==> src/rtl/apb_pkg.sv <==
// -----------------------------------------------------------------------------
// apb_pkg
//   Definitions shared by the APB command master, the APB GPIO slave and the
//   benches that drive them.
//
//   Contents:
//     apb_state_e      - requester FSM state encoding (IDLE, SETUP, ACCESS)
//     GPIO_*           - GPIO slave register map (word addresses on PADDR)
//     apb_strb_for()   - PSTRB value for a transfer: reads never drive strobes
// -----------------------------------------------------------------------------
package apb_pkg;

    // Requester FSM state encoding.
    typedef enum logic [1:0] {
        IDLE   = 2'd0,
        SETUP  = 2'd1,
        ACCESS = 2'd2
    } apb_state_e;

    // GPIO slave register map.
    localparam int unsigned GPIO_MODE      = 0;
    localparam int unsigned GPIO_DIRECTION = 1;
    localparam int unsigned GPIO_OUTPUT    = 2;
    localparam int unsigned GPIO_INPUT     = 3;

    // APB reads carry no byte lanes, so the strobes are forced low for them.
    function automatic logic [3:0] apb_strb_for(input logic       write,
                                                input logic [3:0] strb);
        return write ? strb : 4'b0000;
    endfunction

endpackage : apb_pkg

==> src/rtl/apb_wdog_counter.sv <==
// -----------------------------------------------------------------------------
// apb_wdog_counter
//   Counts ACCESS cycles in which the slave holds PREADY low and flags the
//   cycle in which the LIMIT-th such wait is being spent, so the requester can
//   abort on that same edge. LIMIT = 0 disables the watchdog entirely.
//
//   Parameters:
//     LIMIT      - number of waiting ACCESS cycles allowed before abort
//
//   Ports:
//     clk_i      in   clock, rising edge
//     rst_i      in   synchronous active-high reset, clears the count
//     clear_i    in   restart the count (asserted when a command is accepted)
//     enable_i   in   current cycle is an ACCESS cycle with PREADY low
//     expired_o  out  this waiting cycle is the LIMIT-th one; abort now
// -----------------------------------------------------------------------------
module apb_wdog_counter #(
    parameter int unsigned LIMIT = 16
) (
    input  logic clk_i,
    input  logic rst_i,
    input  logic clear_i,
    input  logic enable_i,
    output logic expired_o
);

    localparam int unsigned CW = (LIMIT > 1) ? $clog2(LIMIT + 1) : 1;

    // Count value held during the final permitted waiting cycle. Only
    // meaningful when LIMIT is nonzero.
    localparam logic [CW-1:0] LAST = (LIMIT == 0) ? '0 : CW'(LIMIT - 1);

    logic [CW-1:0] count_q;
    logic [CW-1:0] count_d;

    // The count saturates at LAST: once it gets there the requester leaves
    // ACCESS on that edge (timeout or completion), so it never needs to go
    // further.
    always_comb begin
        // NOTE: every signal written here gets a default first, so no path
        // leaves it unassigned and no latch is inferred.
        count_d = count_q;
        if (clear_i) begin
            count_d = '0;
        end else if (enable_i && (LIMIT != 0) && (count_q != LAST)) begin
            count_d = count_q + 1'b1;
        end
    end

    // NOTE: reset is sampled on the clock edge (synchronous), which is how
    // the surrounding APB domain is reset.
    always_ff @(posedge clk_i) begin
        if (rst_i) begin
            count_q <= '0;
        end else begin
            count_q <= count_d;
        end
    end

    // Expiry is only reported in a waiting cycle; a cycle where PREADY is high
    // deasserts enable_i, so a completion on the limit cycle wins.
    assign expired_o = (LIMIT != 0) && enable_i && (count_q == LAST);

endmodule : apb_wdog_counter

==> src/rtl/apb_cmd_master.sv <==
// -----------------------------------------------------------------------------
// apb_cmd_master
//   Single-outstanding APB requester. Accepts one command at a time on a
//   valid/ready port, runs it as an APB SETUP + ACCESS transfer, waits for
//   PREADY and reports completion on a one-cycle response strobe. A watchdog
//   aborts a transfer whose slave keeps PREADY low for TIMEOUT_CYCLES ACCESS
//   cycles.
//
//   Parameters:
//     PDATA_SIZE      - APB data width, multiple of 8
//     PADDR_SIZE      - APB address width
//     TIMEOUT_CYCLES  - waiting ACCESS cycles before abort, 0 = never abort
//
//   Ports:
//     APB_CLK      in   clock, all logic on the rising edge
//     APB_RESET    in   synchronous active-high reset
//     cmd_valid    in   command request
//     cmd_ready    out  a command is accepted this cycle if cmd_valid is high
//     cmd_write    in   1 = write, 0 = read
//     cmd_addr     in   target address
//     cmd_wdata    in   write data
//     cmd_strb     in   write byte strobes
//     rsp_valid    out  one-cycle completion pulse
//     rsp_rdata    out  read data; 0 for writes and timeouts
//     rsp_error    out  PSLVERR seen or timeout; qualified by rsp_valid
//     rsp_timeout  out  completion caused by the watchdog; qualified by rsp_valid
//     APB_PSEL     out  slave select
//     APB_PENABLE  out  access phase
//     APB_PADDR    out  address
//     APB_PWRITE   out  direction
//     APB_PSTRB    out  byte strobes (0 for reads)
//     APB_PWDATA   out  write data
//     APB_PRDATA   in   read data from the slave
//     APB_PREADY   in   slave ready
//     APB_PSLVERR  in   slave error, sampled only with PREADY high
// -----------------------------------------------------------------------------
module apb_cmd_master
    import apb_pkg::*;
#(
    parameter int unsigned PDATA_SIZE     = 32,
    parameter int unsigned PADDR_SIZE     = 4,
    parameter int unsigned TIMEOUT_CYCLES = 16
) (
    input  logic                    APB_CLK,
    input  logic                    APB_RESET,

    input  logic                    cmd_valid,
    output logic                    cmd_ready,
    input  logic                    cmd_write,
    input  logic [PADDR_SIZE-1:0]   cmd_addr,
    input  logic [PDATA_SIZE-1:0]   cmd_wdata,
    input  logic [PDATA_SIZE/8-1:0] cmd_strb,

    output logic                    rsp_valid,
    output logic [PDATA_SIZE-1:0]   rsp_rdata,
    output logic                    rsp_error,
    output logic                    rsp_timeout,

    output logic                    APB_PSEL,
    output logic                    APB_PENABLE,
    output logic [PADDR_SIZE-1:0]   APB_PADDR,
    output logic                    APB_PWRITE,
    output logic [PDATA_SIZE/8-1:0] APB_PSTRB,
    output logic [PDATA_SIZE-1:0]   APB_PWDATA,
    input  logic [PDATA_SIZE-1:0]   APB_PRDATA,
    input  logic                    APB_PREADY,
    input  logic                    APB_PSLVERR
);

    localparam int unsigned STRB_W = PDATA_SIZE / 8;

    // -------------------------------------------------------------------------
    // State and registered outputs
    // -------------------------------------------------------------------------
    apb_state_e              state_q,       state_d;
    logic [PADDR_SIZE-1:0]   paddr_q,       paddr_d;
    logic                    pwrite_q,      pwrite_d;
    logic [STRB_W-1:0]       pstrb_q,       pstrb_d;
    logic [PDATA_SIZE-1:0]   pwdata_q,      pwdata_d;
    logic                    rsp_valid_q,   rsp_valid_d;
    logic [PDATA_SIZE-1:0]   rsp_rdata_q,   rsp_rdata_d;
    logic                    rsp_error_q,   rsp_error_d;
    logic                    rsp_timeout_q, rsp_timeout_d;

    logic                    wdog_clear;
    logic                    wdog_enable;
    logic                    wdog_expired;

    // -------------------------------------------------------------------------
    // Watchdog: restarted when a command is accepted, advanced on every
    // ACCESS cycle in which the slave is still waiting.
    // -------------------------------------------------------------------------
    apb_wdog_counter #(
        .LIMIT     (TIMEOUT_CYCLES)
    ) u_wdog (
        .clk_i     (APB_CLK),
        .rst_i     (APB_RESET),
        .clear_i   (wdog_clear),
        .enable_i  (wdog_enable),
        .expired_o (wdog_expired)
    );

    // Ready only in IDLE, and held low while reset is asserted so nothing is
    // handshaken on an edge that will be discarded anyway.
    assign cmd_ready = (state_q == IDLE) && !APB_RESET;

    // -------------------------------------------------------------------------
    // Next-state and next-output logic
    // -------------------------------------------------------------------------
    always_comb begin
        state_d       = state_q;
        paddr_d       = paddr_q;
        pwrite_d      = pwrite_q;
        pstrb_d       = pstrb_q;
        pwdata_d      = pwdata_q;
        // Response fields are strobes: they fall back to zero every cycle
        // that is not a completion, which keeps error/timeout low whenever
        // rsp_valid is low.
        rsp_valid_d   = 1'b0;
        rsp_rdata_d   = '0;
        rsp_error_d   = 1'b0;
        rsp_timeout_d = 1'b0;
        wdog_clear    = 1'b0;
        wdog_enable   = 1'b0;

        unique case (state_q)
            IDLE: begin
                if (cmd_valid && cmd_ready) begin
                    // The APB address/control/data registers are loaded here
                    // and left untouched until the next acceptance, which
                    // keeps them stable from SETUP through the last ACCESS.
                    paddr_d    = cmd_addr;
                    pwrite_d   = cmd_write;
                    pstrb_d    = cmd_write ? cmd_strb : '0;
                    pwdata_d   = cmd_wdata;
                    wdog_clear = 1'b1;
                    state_d    = SETUP;
                end
            end

            SETUP: begin
                state_d = ACCESS;
            end

            ACCESS: begin
                // An unknown PREADY fails this test and falls into the wait
                // branch, so X/Z behaves like a wait state.
                if (APB_PREADY) begin
                    rsp_valid_d = 1'b1;
                    rsp_error_d = APB_PSLVERR;
                    rsp_rdata_d = pwrite_q ? '0 : APB_PRDATA;
                    state_d     = IDLE;
                end else begin
                    wdog_enable = 1'b1;
                    if (wdog_expired) begin
                        rsp_valid_d   = 1'b1;
                        rsp_error_d   = 1'b1;
                        rsp_timeout_d = 1'b1;
                        state_d       = IDLE;
                    end
                end
            end

            default: begin
                state_d = IDLE;
            end
        endcase
    end

    // -------------------------------------------------------------------------
    // Registers
    // -------------------------------------------------------------------------
    always_ff @(posedge APB_CLK) begin
        // NOTE: sequential state uses non-blocking assignments so every
        // register samples the pre-edge values, independent of statement order.
        if (APB_RESET) begin
            state_q       <= IDLE;
            paddr_q       <= '0;
            pwrite_q      <= 1'b0;
            pstrb_q       <= '0;
            pwdata_q      <= '0;
            rsp_valid_q   <= 1'b0;
            rsp_rdata_q   <= '0;
            rsp_error_q   <= 1'b0;
            rsp_timeout_q <= 1'b0;
        end else begin
            state_q       <= state_d;
            paddr_q       <= paddr_d;
            pwrite_q      <= pwrite_d;
            pstrb_q       <= pstrb_d;
            pwdata_q      <= pwdata_d;
            rsp_valid_q   <= rsp_valid_d;
            rsp_rdata_q   <= rsp_rdata_d;
            rsp_error_q   <= rsp_error_d;
            rsp_timeout_q <= rsp_timeout_d;
        end
    end

    // -------------------------------------------------------------------------
    // Outputs
    // -------------------------------------------------------------------------
    // PSEL/PENABLE decode straight from the state register, so a reset in the
    // middle of a transfer drops both on the reset edge.
    assign APB_PSEL    = (state_q == SETUP) || (state_q == ACCESS);
    assign APB_PENABLE = (state_q == ACCESS);
    assign APB_PADDR   = paddr_q;
    assign APB_PWRITE  = pwrite_q;
    assign APB_PSTRB   = pstrb_q;
    assign APB_PWDATA  = pwdata_q;

    assign rsp_valid   = rsp_valid_q;
    assign rsp_rdata   = rsp_rdata_q;
    assign rsp_error   = rsp_error_q;
    assign rsp_timeout = rsp_timeout_q;

endmodule : apb_cmd_master

==> config.mk <==
export PLATFORM = sky130hd
export DESIGN_NAME = apb_cmd_master
export DESIGN_NICKNAME = d
export VERILOG_FILES = /design/src/rtl/apb_pkg.sv /design/src/rtl/apb_wdog_counter.sv /design/src/rtl/apb_cmd_master.sv
export SDC_FILE = /design/constraint.sdc
export NUM_CORES = 1
export LEC_CHECK = 0
export BUFFER_PORTS_ARGS = -buffer_cell sky130_fd_sc_hd__clkbuf_2
export CORE_MARGIN = 2
export CORE_UTILIZATION = 40
export DETAILED_ROUTE_END_ITERATION = 10
export PLACE_DENSITY = 0.75
export SYNTH_ARGS = -nofsm -noshare
export SYNTH_HDL_FRONTEND = slang
export SYNTH_SLANG_ARGS = --single-unit
==> constraint.sdc <==
create_clock -name APB_CLK -period 2.5 [get_ports APB_CLK]
set_input_delay 0.5 -clock APB_CLK [delete_from_list [all_inputs] [get_ports APB_CLK]]
set_output_delay 0.5 -clock APB_CLK [all_outputs]
set_load 0.005 [all_outputs]
==> flow_summary.ini <==
[synth]
yosysSeqAreaShare_pct = 64.7
synth_seq_cells = 83
synth_cell_types = 25
syn_area_um2 = 2570
yosysWarnings = 0
synthesis.nets = 294
postSynthCellCount = 211
syn-mean-instance-area_um2 = 12.2

[worst_setup_path]
critPathMaxStageDelay_ns = 0.43
worstReg2RegEnd = u_wdog.count_q[3]
end_kind = flop
critical-path-top-delay-family = simple AND/OR/NAND/NOR gates
rr_startpoint = u_wdog.count_q[0]
crit_fanout = 6
r2r_slack_ns = 0.52
startpoint_type = flop
slowest_stage = or3b_4
cpMostUsedCell = ha_1
path_cells = ha_1 -> and3_1 -> ha_1 -> or3b_4 -> or3_1 -> a21oi_1
r2r_cells = 6
crit_arrival_ns = 2.25
crit_type = flop to flop
crit_buf_inv = 0
required_ns = 2.77

[layout]
drive_gt1_share_pct = 47.6
final_area_um2 = 3650
antenna_cells = 0
layout_common_cells = 156 x clkbuf_2, 83 x dfxtp_1, 37 x a22o_1, 33 x and2_1, 10 x clkbuf_8
fin_nets = 452
area_growth_pct = 42.3
final_common_cell = clkbuf_2

[timing]
fmax_mhz = 505
rsz0062_at_grt = false
fin_crit_sh_pct = 79.2
fin_setup_tns_ns = 0
fin_crit_ns = 1.98
fin_skew_ns = 0.0133
slew_violations = 0
setup-violations-final = 0
finalHoldViolCount = 0
max-slew-margin-rel_pct = 69.3
tightest_slew_ns = 0.460
worst_slack_ns = 0.520

[clock_tree]
numCtsBuffers = 9
path_clk_slew_ns = 0.09
cts_tree = done
clockRootBuffer = clkbuf_8
postCtsSetupBuffers = 0
cts_resized = 0
h-tree-depth = 3
cts_buffer_depth = 2
clock-sinks = 83
ctsHoldBuffers = 0
insertion_delay_ns = 0.35

[power_and_ir_drop]
swShare_pct = 22.4
p_leak_uw = 0.00181
clkPwrFrac_pct = 38.7
switchingPower_uw = 611
irDropWorstVdd_mv = 0.420
p_per_area_nw_per_um2 = 747
seq_power_share_pct = 51.8
p_int_uw = 2120
power_frac_comb_pct = 9.5

[floorplanning]
start_util_pct = 40.9
coreArea_um2 = 6280
ioPinCount = 157
rows = 29
die_h_um = 84.1
die_area_um2 = 7080
die_w_um = 84.1

[min_path]
min_to = rsp_rdata[14]
min_from = APB_PRDATA[14]
min-delay-path-class = primary input to flop
whs_path_depth = 2

[drt]
drtAntennaViolNets = 0
wirelength_mm = 5.97
wl_per_cell_um = 13.2
vias = 2113
drtIter0Drc = 47
firstDrtPassIters = 4
drc = 0
via_per_inst = 4.69

[placement]
hpwl_mm = 4.33
post-place-ws_ns = 0.537
place_area_um2 = 3430
port_buffers = 156
routabilityCongestion = 0.715

[global_routing]
grt_first_pass_wirelength_mm = 9.61
grt-ovfl-total = 0
antenna_found_initial = 0
grt_pass1_vias = 2103
grt_util_all_layers_pct = 17.2
grt_max_degree = 42

[outcome]
outcome = completed

[run]
max_cap_violations = 0
## through the flow
step | util, % | cells | hold WS (ns) | power, uW
2_1_floorplan | - | 211 | 0.454 | 1560
3_3_place_gp | 54.6 | 435 | 0.447 | 1700
3_5_place_dp | 54.6 | 435 | 0.454 | 1710
4_1_cts | 58.2 | 451 | 0.337 | 2770
5_1_grt | 58.2 | 451 | 0.326 | 2860
6_report | 58.2 | 451 | 0.343 | 2730
## how the worst max path moves through the flow
stage / slack (ns) / from / depth (start not counted) / to
after floorplan: 0.65 / u_wdog.count_q[0] / 6 / u_wdog.count_q[3]
after global routing: 0.44 / u_wdog.count_q[0] / 6 / u_wdog.count_q[3]
after CTS: 0.51 / u_wdog.count_q[0] / 6 / u_wdog.count_q[3]
after global placement: 0.61 / u_wdog.count_q[0] / 6 / u_wdog.count_q[3]
final: 0.52 / u_wdog.count_q[0] / 6 / u_wdog.count_q[3]
after detailed placement: 0.54 / u_wdog.count_q[0] / 6 / u_wdog.count_q[3]
## cells in the mapped netlist, drive strengths merged
cell    instances  share of area (%)
nor3            2               0.39
nand3           2               0.39
nand2b          2               0.49
buf             4               0.78
xnor2           2               0.68
nor3b           3                1.3
clkbuf          8                1.2
or3b            1               0.44
a22o           37                 13
o21ai           1               0.19
a32o            4                1.6
nor2b           2               0.49
and2           33                8.0
dfxtp          83                 65
a21o            2               0.58
and3            1               0.24
inv             3               0.44
ha              5                2.4
a21oi           5               0.97
or3             1               0.24
nor4bb          1               0.39
nor2            6               0.88
nand2           2               0.29
a211oi          1               0.29
## cell type report
cell class	instances	area, um2
tap	77	96.3
multi-input combinational	113	856
fill	565	2620
clock inverter	5	85.1
timing repair buffer	159	803
sequential	83	1660
clock buffer	11	141
inverter	3	11.3
## flip-flops by register name, summed over array words and instances, names as in the netlist
signal          count
APB_PWDATA         32
rsp_rdata          32
u_wdog.count_q      5
APB_PADDR           4
APB_PSTRB           4
state_q             2
APB_PWRITE          1
rsp_error           1
rsp_timeout         1
rsp_valid           1
## cell families after synthesis
group / share of synthesized area (%)
simple gates: 13.5
xor+xnor: 0.682
compound gates: 16.2
fa+ha+maj: 2.44
flops: 64.7
buf+inv: 2.39
## worst register-to-register path, stage by stage (launching register included)
cell,delay [ns]
dfxtp_1,0.34
ha_1,0.21
and3_1,0.18
ha_1,0.25
or3b_4,0.43
or3_1,0.35
a21oi_1,0.14
## power groups by stage
stage / clock network [uW] / logic (uW) / registers [uW]
after detailed placement: 0 / 262 / 1440
final: 1060 / 259 / 1420
after CTS: 1090 / 263 / 1410
after global placement: 0 / 257 / 1440
after global routing: 1150 / 287 / 1420
after floorplan: 0 / 109 / 1450
## layer usage
metal  global-route usage [%]  part of all wire [%]  wire, um
met1                     19.0                    39      2360
met2                     27.6                    46      2760
met3                     8.90                    12       746
met4                     7.48                   1.8       110
met5                        0                     0         0
(Power assumes the default switching activity.)
